==> src/rtl/ps2_mouse_rx_if.sv <==
// PS/2 line and decoded-report bundle for ps2_mouse_rx.
// The master side is the receiver. The slave side drives the PS/2 lines and consumes reports.
interface ps2_mouse_rx_if #(
  parameter int COORD_W = 16
);
  logic               ps2_clk;
  logic               ps2_data;
  logic [COORD_W-1:0] x_pos;
  logic [COORD_W-1:0] y_pos;
  logic [8:0]         dx;
  logic [8:0]         dy;
  logic [3:0]         wheel;
  logic [2:0]         btn;
  logic               pkt_valid;
  logic               err_frame;
  logic               err_timeout;

  modport master (
    input  ps2_clk, ps2_data,
    output x_pos, y_pos, dx, dy, wheel, btn, pkt_valid, err_frame, err_timeout
  );

  modport slave (
    output ps2_clk, ps2_data,
    input  x_pos, y_pos, dx, dy, wheel, btn, pkt_valid, err_frame, err_timeout
  );
endinterface

==> src/rtl/ps2_mouse_rx.sv <==
// PS/2 mouse packet receiver: frame deserialiser, packet assembly, decode and clamped position.
// Optional odd-parity enforcement is enabled by defining PS2_PARITY_CHECK_EN.
module ps2_mouse_rx #(
  parameter int PKT_BYTES   = 3,
  parameter int COORD_W     = 16,
  parameter int X_MAX       = 639,
  parameter int Y_MAX       = 479,
  parameter int TIMEOUT_CYC = 100000
) (
  input  logic           clk,
  input  logic           rst,
  input  logic           en,
  ps2_mouse_rx_if.master bus
);
  localparam int                 WD_W     = $clog2(TIMEOUT_CYC + 1);
  localparam logic [WD_W-1:0]    WD_LAST  = WD_W'(TIMEOUT_CYC - 1);
  localparam logic [1:0]         LAST_IDX = 2'(PKT_BYTES - 1);
  localparam logic [COORD_W+1:0] X_HI     = (COORD_W + 2)'(X_MAX);
  localparam logic [COORD_W+1:0] Y_HI     = (COORD_W + 2)'(Y_MAX);

  typedef enum logic [1:0] {IDLE = 2'd0, DATA = 2'd1, PARITY = 2'd2, STOP = 2'd3} state_t;

  state_t             state_r, state_n;
  logic [2:0]         clk_sync_r;
  logic [1:0]         data_sync_r;
  logic [2:0]         bit_cnt_r;
  logic [7:0]         shift_r;
  logic [1:0]         idx_r;
  logic [7:0]         buf_r [0:3];
  logic [WD_W-1:0]    wd_r;
  logic [COORD_W-1:0] x_pos_r, y_pos_r;
  logic [8:0]         dx_r, dy_r;
  logic [3:0]         wheel_r;
  logic [2:0]         btn_r;
  logic               pkt_valid_r, err_frame_r, err_timeout_r;
`ifdef PS2_PARITY_CHECK_EN
  logic               par_r;

  function automatic logic odd_parity_ok(input logic [7:0] d, input logic p);
    return ^{d, p};
  endfunction
`endif

  function automatic logic [COORD_W-1:0] clamp(input logic [COORD_W+1:0] v,
                                               input logic [COORD_W+1:0] hi);
    if (v[COORD_W+1]) return '0;
    else if (v > hi)  return hi[COORD_W-1:0];
    else              return v[COORD_W-1:0];
  endfunction

  logic strobe, bit_in, frame_done, frame_ok, timeout_s;
  logic sync_bad, store, last, err_frame_s;
  logic [7:0] b1, b2;
  logic [8:0] dx_n, dy_n;
  logic [3:0] wheel_n;
  logic [COORD_W+1:0] x_step, y_step, x_sum, y_sum;

  assign strobe = clk_sync_r[2] & ~clk_sync_r[1];
  assign bit_in = data_sync_r[1];

  // Two-flop synchronisers plus the previous-clock flop for edge detection
  always_ff @(posedge clk) begin
    if (rst) begin
      clk_sync_r  <= 3'b000;
      data_sync_r <= 2'b00;
    end else begin
      clk_sync_r  <= {clk_sync_r[1:0], bus.ps2_clk};
      data_sync_r <= {data_sync_r[0], bus.ps2_data};
    end
  end

  // Frame state register
  always_ff @(posedge clk) begin
    if (rst) state_r <= IDLE;
    else     state_r <= state_n;
  end

  // Frame next-state, byte completion and watchdog abort
  always_comb begin
    state_n    = state_r;
    frame_done = 1'b0;
    frame_ok   = 1'b0;
    timeout_s  = 1'b0;
    if (!en) begin
      state_n = IDLE;
    end else if (strobe) begin
      case (state_r)
        IDLE:    state_n = bit_in ? IDLE : DATA;
        DATA:    state_n = (bit_cnt_r == 3'd7) ? PARITY : DATA;
        PARITY:  state_n = STOP;
        STOP: begin
          state_n    = IDLE;
          frame_done = 1'b1;
`ifdef PS2_PARITY_CHECK_EN
          frame_ok   = bit_in & odd_parity_ok(shift_r, par_r);
`else
          frame_ok   = bit_in;
`endif
        end
        default: state_n = IDLE;
      endcase
    end else if ((wd_r == WD_LAST) && ((state_r != IDLE) || (idx_r != 2'd0))) begin
      state_n   = IDLE;
      timeout_s = 1'b1;
    end else begin
      state_n = state_r;
    end
  end

  assign sync_bad    = frame_done & frame_ok & (idx_r == 2'd0) & ~shift_r[3];
  assign store       = frame_done & frame_ok & ~sync_bad;
  assign last        = store & (idx_r == LAST_IDX);
  assign err_frame_s = frame_done & (~frame_ok | sync_bad);

  // The final byte is still in the shift register when the packet completes
  assign b1      = buf_r[1];
  assign b2      = (PKT_BYTES == 3) ? shift_r : buf_r[2];
  assign wheel_n = (PKT_BYTES == 4) ? shift_r[3:0] : 4'd0;
  assign dx_n    = {buf_r[0][4], b1};
  assign dy_n    = {buf_r[0][5], b2};
  assign x_step  = buf_r[0][6] ? '0 : {{(COORD_W - 7){dx_n[8]}}, dx_n};
  assign y_step  = buf_r[0][7] ? '0 : {{(COORD_W - 7){dy_n[8]}}, dy_n};
  assign x_sum   = {2'b00, x_pos_r} + x_step;
  assign y_sum   = {2'b00, y_pos_r} - y_step;

  // Bit shifter, byte index, packet buffer and watchdog
  always_ff @(posedge clk) begin
    if (rst) begin
      bit_cnt_r <= 3'd0;
      shift_r   <= 8'd0;
      idx_r     <= 2'd0;
      wd_r      <= '0;
      for (int i = 0; i < 4; i++) buf_r[i] <= 8'd0;
`ifdef PS2_PARITY_CHECK_EN
      par_r     <= 1'b0;
`endif
    end else if (!en) begin
      bit_cnt_r <= 3'd0;
      idx_r     <= 2'd0;
      wd_r      <= '0;
    end else begin
      if (strobe || timeout_s)                         wd_r <= '0;
      else if ((state_r != IDLE) || (idx_r != 2'd0))   wd_r <= wd_r + 1'b1;
      else                                             wd_r <= '0;
      if (strobe) begin
        case (state_r)
          IDLE: bit_cnt_r <= 3'd0;
          DATA: begin
            shift_r   <= {bit_in, shift_r[7:1]};
            bit_cnt_r <= bit_cnt_r + 3'd1;
          end
`ifdef PS2_PARITY_CHECK_EN
          PARITY: par_r <= bit_in;
`endif
          default: ;
        endcase
      end
      if (timeout_s)                  idx_r <= 2'd0;
      else if (frame_done && !frame_ok) idx_r <= 2'd0;
      else if (store)                 idx_r <= last ? 2'd0 : idx_r + 2'd1;
      if (store) buf_r[idx_r] <= shift_r;
    end
  end

  // Registered decode, accumulation and event pulses
  always_ff @(posedge clk) begin
    if (rst) begin
      x_pos_r <= '0;  y_pos_r <= '0;
      dx_r    <= 9'd0; dy_r <= 9'd0;
      wheel_r <= 4'd0; btn_r <= 3'd0;
      pkt_valid_r <= 1'b0; err_frame_r <= 1'b0; err_timeout_r <= 1'b0;
    end else begin
      pkt_valid_r   <= last;
      err_frame_r   <= err_frame_s;
      err_timeout_r <= timeout_s;
      if (last) begin
        btn_r   <= buf_r[0][2:0];
        dx_r    <= dx_n;
        dy_r    <= dy_n;
        wheel_r <= wheel_n;
        x_pos_r <= clamp(x_sum, X_HI);
        y_pos_r <= clamp(y_sum, Y_HI);
      end
    end
  end

  assign bus.x_pos       = x_pos_r;
  assign bus.y_pos       = y_pos_r;
  assign bus.dx          = dx_r;
  assign bus.dy          = dy_r;
  assign bus.wheel       = wheel_r;
  assign bus.btn         = btn_r;
  assign bus.pkt_valid   = pkt_valid_r;
  assign bus.err_frame   = err_frame_r;
  assign bus.err_timeout = err_timeout_r;
endmodule

==> src/flat_wrapper.sv <==
// flat-port wrapper written by rule: the top's interface ports become plain ports
module ps2_mouse_rx_flat 
#(
  parameter int PKT_BYTES   = 3,
  parameter int COORD_W     = 16,
  parameter int X_MAX       = 639,
  parameter int Y_MAX       = 479,
  parameter int TIMEOUT_CYC = 100000
)
  (clk, rst, en, bus_ps2_clk, bus_ps2_data, bus_x_pos, bus_y_pos, bus_dx, bus_dy, bus_wheel, bus_btn, bus_pkt_valid, bus_err_frame, bus_err_timeout);
  ps2_mouse_rx_if #(.COORD_W(COORD_W)) bus_i ();
  input  logic clk;
  input  logic rst;
  input  logic en;
  input wire logic [$bits(bus_i.ps2_clk)-1:0] bus_ps2_clk;
  input wire logic [$bits(bus_i.ps2_data)-1:0] bus_ps2_data;
  output wire logic [$bits(bus_i.x_pos)-1:0] bus_x_pos;
  output wire logic [$bits(bus_i.y_pos)-1:0] bus_y_pos;
  output wire logic [$bits(bus_i.dx)-1:0] bus_dx;
  output wire logic [$bits(bus_i.dy)-1:0] bus_dy;
  output wire logic [$bits(bus_i.wheel)-1:0] bus_wheel;
  output wire logic [$bits(bus_i.btn)-1:0] bus_btn;
  output wire logic [$bits(bus_i.pkt_valid)-1:0] bus_pkt_valid;
  output wire logic [$bits(bus_i.err_frame)-1:0] bus_err_frame;
  output wire logic [$bits(bus_i.err_timeout)-1:0] bus_err_timeout;
  assign bus_i.ps2_clk = bus_ps2_clk;
  assign bus_i.ps2_data = bus_ps2_data;
  assign bus_x_pos = bus_i.x_pos;
  assign bus_y_pos = bus_i.y_pos;
  assign bus_dx = bus_i.dx;
  assign bus_dy = bus_i.dy;
  assign bus_wheel = bus_i.wheel;
  assign bus_btn = bus_i.btn;
  assign bus_pkt_valid = bus_i.pkt_valid;
  assign bus_err_frame = bus_i.err_frame;
  assign bus_err_timeout = bus_i.err_timeout;
  ps2_mouse_rx #(.PKT_BYTES(PKT_BYTES), .COORD_W(COORD_W), .X_MAX(X_MAX), .Y_MAX(Y_MAX), .TIMEOUT_CYC(TIMEOUT_CYC)) u_core (.clk(clk), .rst(rst), .en(en), .bus(bus_i));
endmodule
==> config.mk <==
export PLATFORM = sky130hd
export DESIGN_NAME = ps2_mouse_rx_flat
export DESIGN_NICKNAME = d
export VERILOG_FILES = /design/src/rtl/ps2_mouse_rx_if.sv /design/src/rtl/ps2_mouse_rx.sv /design/src/flat_wrapper.sv
export SDC_FILE = /design/constraint.sdc
export NUM_CORES = 1
export LEC_CHECK = 0
export BUFFER_PORTS_ARGS = -buffer_cell sky130_fd_sc_hd__buf_2
export CORE_UTILIZATION = 42
export CTS_BUF_LIST = sky130_fd_sc_hd__clkbuf_8
export CTS_CLUSTER_DIAMETER = 40
export CTS_CLUSTER_SIZE = 16
export DETAILED_ROUTE_END_ITERATION = 8
export RECOVER_POWER = 100
export SETUP_SLACK_MARGIN = 0.05
export SYNTH_ARGS = -nofsm -noshare
export SYNTH_HDL_FRONTEND = slang
export SYNTH_SLANG_ARGS = --single-unit
export TNS_END_PERCENT = 50
==> constraint.sdc <==
create_clock -name clk -period 3.8 [get_ports clk]
set_input_delay 0.19 -clock clk [delete_from_list [all_inputs] [get_ports clk]]
set_output_delay 0.19 -clock clk [all_outputs]
set_load 0.02 [all_outputs]
After elaboration in Yosys (flattened, before gate mapping)
Memories as Yosys holds them, arrays and structs flattened.
Index checks and enable logic that the tools add are counted.
- output and inout port bits: 60
- bits of input ports: 5
- logic and storage cells: 91
- register bits after elaboration: 93
- memory bits (writable): 32
- memories: 1
- memory list (memory ; words ; bits a word ; read ports ; clocked after memory_dff ; write ports ; line ; RTL):
    u_core.buf_r ; 4 ; 8 ; 2 ; 0 ; 4 ; ps2_mouse_rx.sv:29 ; logic [7:0] buf_r [0:3];
- mux-type cells: 31
- bitwise logic cells: 14
- order comparisons: 2
- add/subtract/negate cells: 5
- eq/ne operators: 6
- reduce and logical (&&, ||, !) cells: 17
- operator list (cell ; number):
    two-way mux 16 bit ; 4
    two-way mux 18 bit ; 2
    adder 16 x 18 -> 18 bit ; 1
    > comparator 18 x 10 -> 1 bit, second input constant ; 1
    > comparator 18 x 9 -> 1 bit, second input constant ; 1
    subtractor 16 x 18 -> 18 bit ; 1
    adder 17 x 1 -> 17 bit, second input constant ; 1
    == test 17 bit, second input constant ; 1
    two-way mux 1 bit ; 17
    two-way mux 2 bit ; 5
    two-way mux 8 bit ; 1
    one-hot mux 2 bit (4 select lines) ; 1
    nonzero test 2 bit ; 4
    OR reduction 4 bit ; 2
    OR reduction 8 bit ; 1
    bitwise AND 1 bit ; 7
    == test 2 bit, second input constant ; 3
    NOT 1 bit ; 6
    one-hot mux 3 bit (2 select lines) ; 1
    zero test 2 bit ; 2
    adder 3 x 1 -> 3 bit, second input constant ; 1
    == test 3 bit, second input constant ; 1
    AND reduction 3 bit ; 1
    adder 2 x 1 -> 2 bit, second input constant ; 1
    7 further kinds ; 9

Logic depth before layout (Yosys ltp)
- word-level depth: 15
- mapped depth: 15
- gate-level depth less buffers: 13

Worst setup path before layout
Ideal clock, no wire load.
- path type: reg2reg
- start point: mem u_core.buf_r[0][6]
- end point: reg u_core.x_pos_r[8] (netlist: u_core.bus.x_pos[8])
- period minus slack after synthesis: 3.186 ns
- required time: 3.679 ns
- cell stages (with the launch flop): 15
- slack: 0.614 ns
- setup time: 0.121 ns
- buffers on the path: 1
- arrival: 3.065 ns
- path through: edfxtp_1 nor2b_1 ha_1 inv_1 fa_1 nand2b_1 a211oi_1 nor2_1 or3_2 o2111ai_1 mux2i_1 o2111ai_1 buf_6 nor3b_2 mux2_2
- RTL lines (element ; line ; RTL):
    start, declared ; ps2_mouse_rx.sv:29 ;
    end signal, assigned ; ps2_mouse_rx.sv:181 ; x_pos_r <= clamp(x_sum, X_HI);
    end, declared ; ps2_mouse_rx.sv:31 ; logic [COORD_W-1:0] x_pos_r, y_pos_r;

==> impl_metrics.env <==
export IMPL_cp_cell_sequence="nor2b_1 -> ha_1 -> inv_1 -> fa_1 -> nand2b_1 -> a211oi_2 -> nor3_1 -> a21o_1 -> o311a_1 -> a211oi_2 -> o2111ai_1 -> buf_4 -> nor3b_2 -> mux2_2"
export IMPL_r2r_cells=14
export IMPL_synth_compound_area_share_pct=15.0
export IMPL_cap_violations=0
export IMPL_cts_buffers=9
export IMPL_syn2layout_area_growth_pct=10.2
export IMPL_clock_power_share_pct=34.5
export IMPL_p_comb_share_pct=6.2
export IMPL_path_common_cell="a211oi_2"
export IMPL_clock_latency_ps=380
export IMPL_grt_pass1_vias=4614
export IMPL_fillCellCount=1352
export IMPL_sequentialPowerShare_pct=59.3
export IMPL_cp_endpoint="u_core.bus.x_pos[8]"
export IMPL_swShare_pct=25.5
export IMPL_fmax_mhz=283
export IMPL_crit_start="u_core.buf_r[0][6]"
export IMPL_place_hpwl_mm=9.96
export IMPL_synth_adder_area_share_pct=6.90
export IMPL_wirelength_mm=13.7
export IMPL_cell_internal_pwr_mw=1.48
export IMPL_antenna_found_initial=0
export IMPL_ys_seq_area_share_pct=39.6
export IMPL_fin_ws_ps=268
export IMPL_path_clk_slew_ps=110
export IMPL_p_per_area_nw_per_um2=308
export IMPL_timing_rr_end="u_core.bus.x_pos[8]"
export IMPL_io_buffers=60
export IMPL_finalSetupViolCount=0
export IMPL_status="finished, final reports clean"
export IMPL_overflow=0
export IMPL_synthXorXnorAreaFrac_pct=5.40
export IMPL_gp_congestion=0.856
export IMPL_grt_max_degree=30
export IMPL_via_per_inst=5.37
export IMPL_met2_length_mm=6.42
export IMPL_grt_pass1_wl_mm=22.7
export IMPL_drv_slew=0
export IMPL_cp_data_required_time_ps=4130
export IMPL_finalCritPeriodShare_pct=92.9
export IMPL_fp_coreArea_um2=13400
export IMPL_critical_path_arrival_ps=3860
export IMPL_clkSinkCount=108
export IMPL_period_needed_ps=3530
export IMPL_pre_cts_ws_ps=116
export IMPL_yosys_warnings=0
export IMPL_ios=65
export IMPL_place_area_um2=6280
export IMPL_diodes=0
export IMPL_slowest_stage="edfxtp_1"
export IMPL_endpoint_kind="flip-flop"
export IMPL_dieArea_um2=14400
export IMPL_cts_max_path_buffers=2
export IMPL_mostFrequentLayoutCells="nand2_1, dfxtp_1, nor2_1"
export IMPL_routedWlPerCell_um=14.8
export IMPL_drc=0
export IMPL_synth_top_family_by_area="simple AND/OR/NAND/NOR gates"
export IMPL_wl_met1_mm=6.60
export IMPL_final_nets=784
export IMPL_fin_cells=929
export IMPL_irDropWorstVdd_v=0.000182
export IMPL_die_height_um=120
export IMPL_grt_use_total_pct=19.7
export IMPL_hp_class="input port to flip-flop"
export IMPL_die_w_um=120
export IMPL_synthMuxAreaShare_pct=2.25
export IMPL_synth_area_per_cell_um2=8.44
export IMPL_synth_seq_cells=108
export IMPL_synth_area_um2=5840
export IMPL_drt_pre_antenna_iters=5
export IMPL_path_class="flip-flop to flip-flop"
export IMPL_cts_hold_buf=0
export IMPL_synth_edf_count=15
export IMPL_tightest_slew_ps=1330
export IMPL_via_count=4985
export IMPL_clock_root_buffer="clkbuf_8"
export IMPL_finalPower_mw=1.98
export IMPL_synthArstFlopShare_pct=0
export IMPL_tns_ps=0
export IMPL_relSlewSlack_pct=11.0
export IMPL_drt_iter0_drc=293
export IMPL_dp_cells=908
export IMPL_power_leakage_nw=2.43
export IMPL_hold_viol_final=0
export IMPL_max_stage_delay_ps=520
export IMPL_htree_levels=3
export IMPL_route_met3_wl_um=517
export IMPL_cts_tree="yes"
export IMPL_initial_utilization_pct=43.6
export IMPL_synthFlopType="dfxtp_1"
export IMPL_r2r_slack_ps=270
export IMPL_rsz0062_at_grt="yes"
export IMPL_start_kind="flip-flop"
export IMPL_routed_top_layer="met4"
export IMPL_rows=42
export IMPL_worstReg2RegStart="u_core.buf_r[0][6]"
export IMPL_ant_nets=0
export IMPL_synth_cell_types=67
export IMPL_yosys_top_cells_area="dfxtp_1, edfxtp_1, nand2_1"
export IMPL_synth_top_cell_area_share_pct=31.9
export IMPL_p_sw_mw=0.504
export IMPL_post_synth_top_area_cell="dfxtp_1"
export IMPL_layout_drive_gt1_share_pct=5.84
export IMPL_timing_clock_skew_ps=9.24
export IMPL_fin_area_um2=6440
export IMPL_synth_simple_area_share_pct=27.3
export IMPL_syn_instance_count=692
export IMPL_final_common_cell="nand2_1"
export IMPL_cp_max_fo=9
through the flow:
step	hold slack, ps	utilization (%)
floorplan	270	-
global placement	408	46.9
detailed placement	409	46.9
CTS	0.811	48.3
global route	30.4	48.0
finish	13.2	48.0
worst min-delay path by stage:
stage	start	endpoint	slack, ps	cells past startpoint
after floorplan	rst	u_core.bus.pkt_valid	270	1
after global placement	bus_ps2_data	u_core.data_sync_r[0]	410	2
after detailed placement	bus_ps2_data	u_core.data_sync_r[0]	410	2
after CTS	bus_ps2_data	u_core.data_sync_r[0]	0.8	2
after global routing	bus_ps2_clk	u_core.clk_sync_r[0]	30	2
final	bus_ps2_data	u_core.data_sync_r[0]	10	2
power by group through the flow:
stage                     clock network (mW)  logic, mW  registers (mW)
after detailed placement                   0      0.119            1.20
after floorplan                            0     0.0973            1.20
final                                  0.683      0.124            1.17
after global placement                     0      0.118            1.20
after CTS                              0.698      0.119            1.17
after global routing                   0.749      0.137            1.18
kinds of logic (layout without fill, tap and decap cells):
logic type,count (synthesis),count (layout)
fa+ha+maj,31,31
buf+inv,47,105
xor+xnor,36,36
compound gates,137,137
simple gates,319,319
mux,13,13
other cells,1,4
flops,108,108
repair_timing:
item	in CTS	in global routing
endpoints found under the hold margin	0	0
gates resized for setup	0	5
buffers inserted	0	5
endpoints found under the setup margin	0	16
Yosys cell counts (all sizes together), types with 6 or more instances:
cell type and number:
ha 29, o21ai 28, xnor2 25, nand4 6
buf 6, or3 10, clkbuf 24, dfxtp 93
nand2b 21, and3 8, edfxtp 15, o211ai 10
a21oi 51, a21o 7, xor2 11, nor2b 22
nand3 28, nand2 97, nor3 15, inv 17
mux2i 12, nor2 61, and2 28
registers in the layout, indices dropped and copies added (netlist names):
signal and cells:
u_core.bus.dx 9, u_core.bus.pkt_valid 1, u_core.bus.x_pos 16, u_core.data_sync_r 2
u_core.idx_r 2, u_core.bus.dy 9, u_core.b2 8, u_core.wd_r 17
u_core.bus.btn 3, u_core.state_r 2, u_core.bus.y_pos 16, u_core.bus.err_timeout 1
u_core.bit_cnt_r 3, u_core.bus.err_frame 1, u_core.buf_r 15, u_core.clk_sync_r 3
worst max-delay path: cells and delay by family (launching register included):
family | cells | cell delay, ps
multiplexers | 1 | 160
adder cells (fa/ha/maj) | 2 | 600
AO/OA/AOI/OAI | 5 | 1250
buffers and inverters | 2 | 280
flip-flops | 1 | 520
AND/OR/NAND/NOR | 4 | 670
per-layer routing:
metal  vias up  track usage (%)
met5         -                0
met4         0             6.80
met3        13             2.71
met2       104             31.1
met1      2352             27.3
li1       2516                -
final cells by class:
cell class | instances | area (um^2) | area share (%)
Tap cell | 176 | 220 | 3.42
Clock inverter | 6 | 46.3 | 0.719
Multi-Input combinational cell | 540 | 3350 | 52.0
Sequential cell | 108 | 2310 | 35.9
Clock buffer | 10 | 138 | 2.14
Timing Repair Buffer | 72 | 309 | 4.80
Inverter | 17 | 63.8 | 0.991
Power figures use the tool's default switching activity.
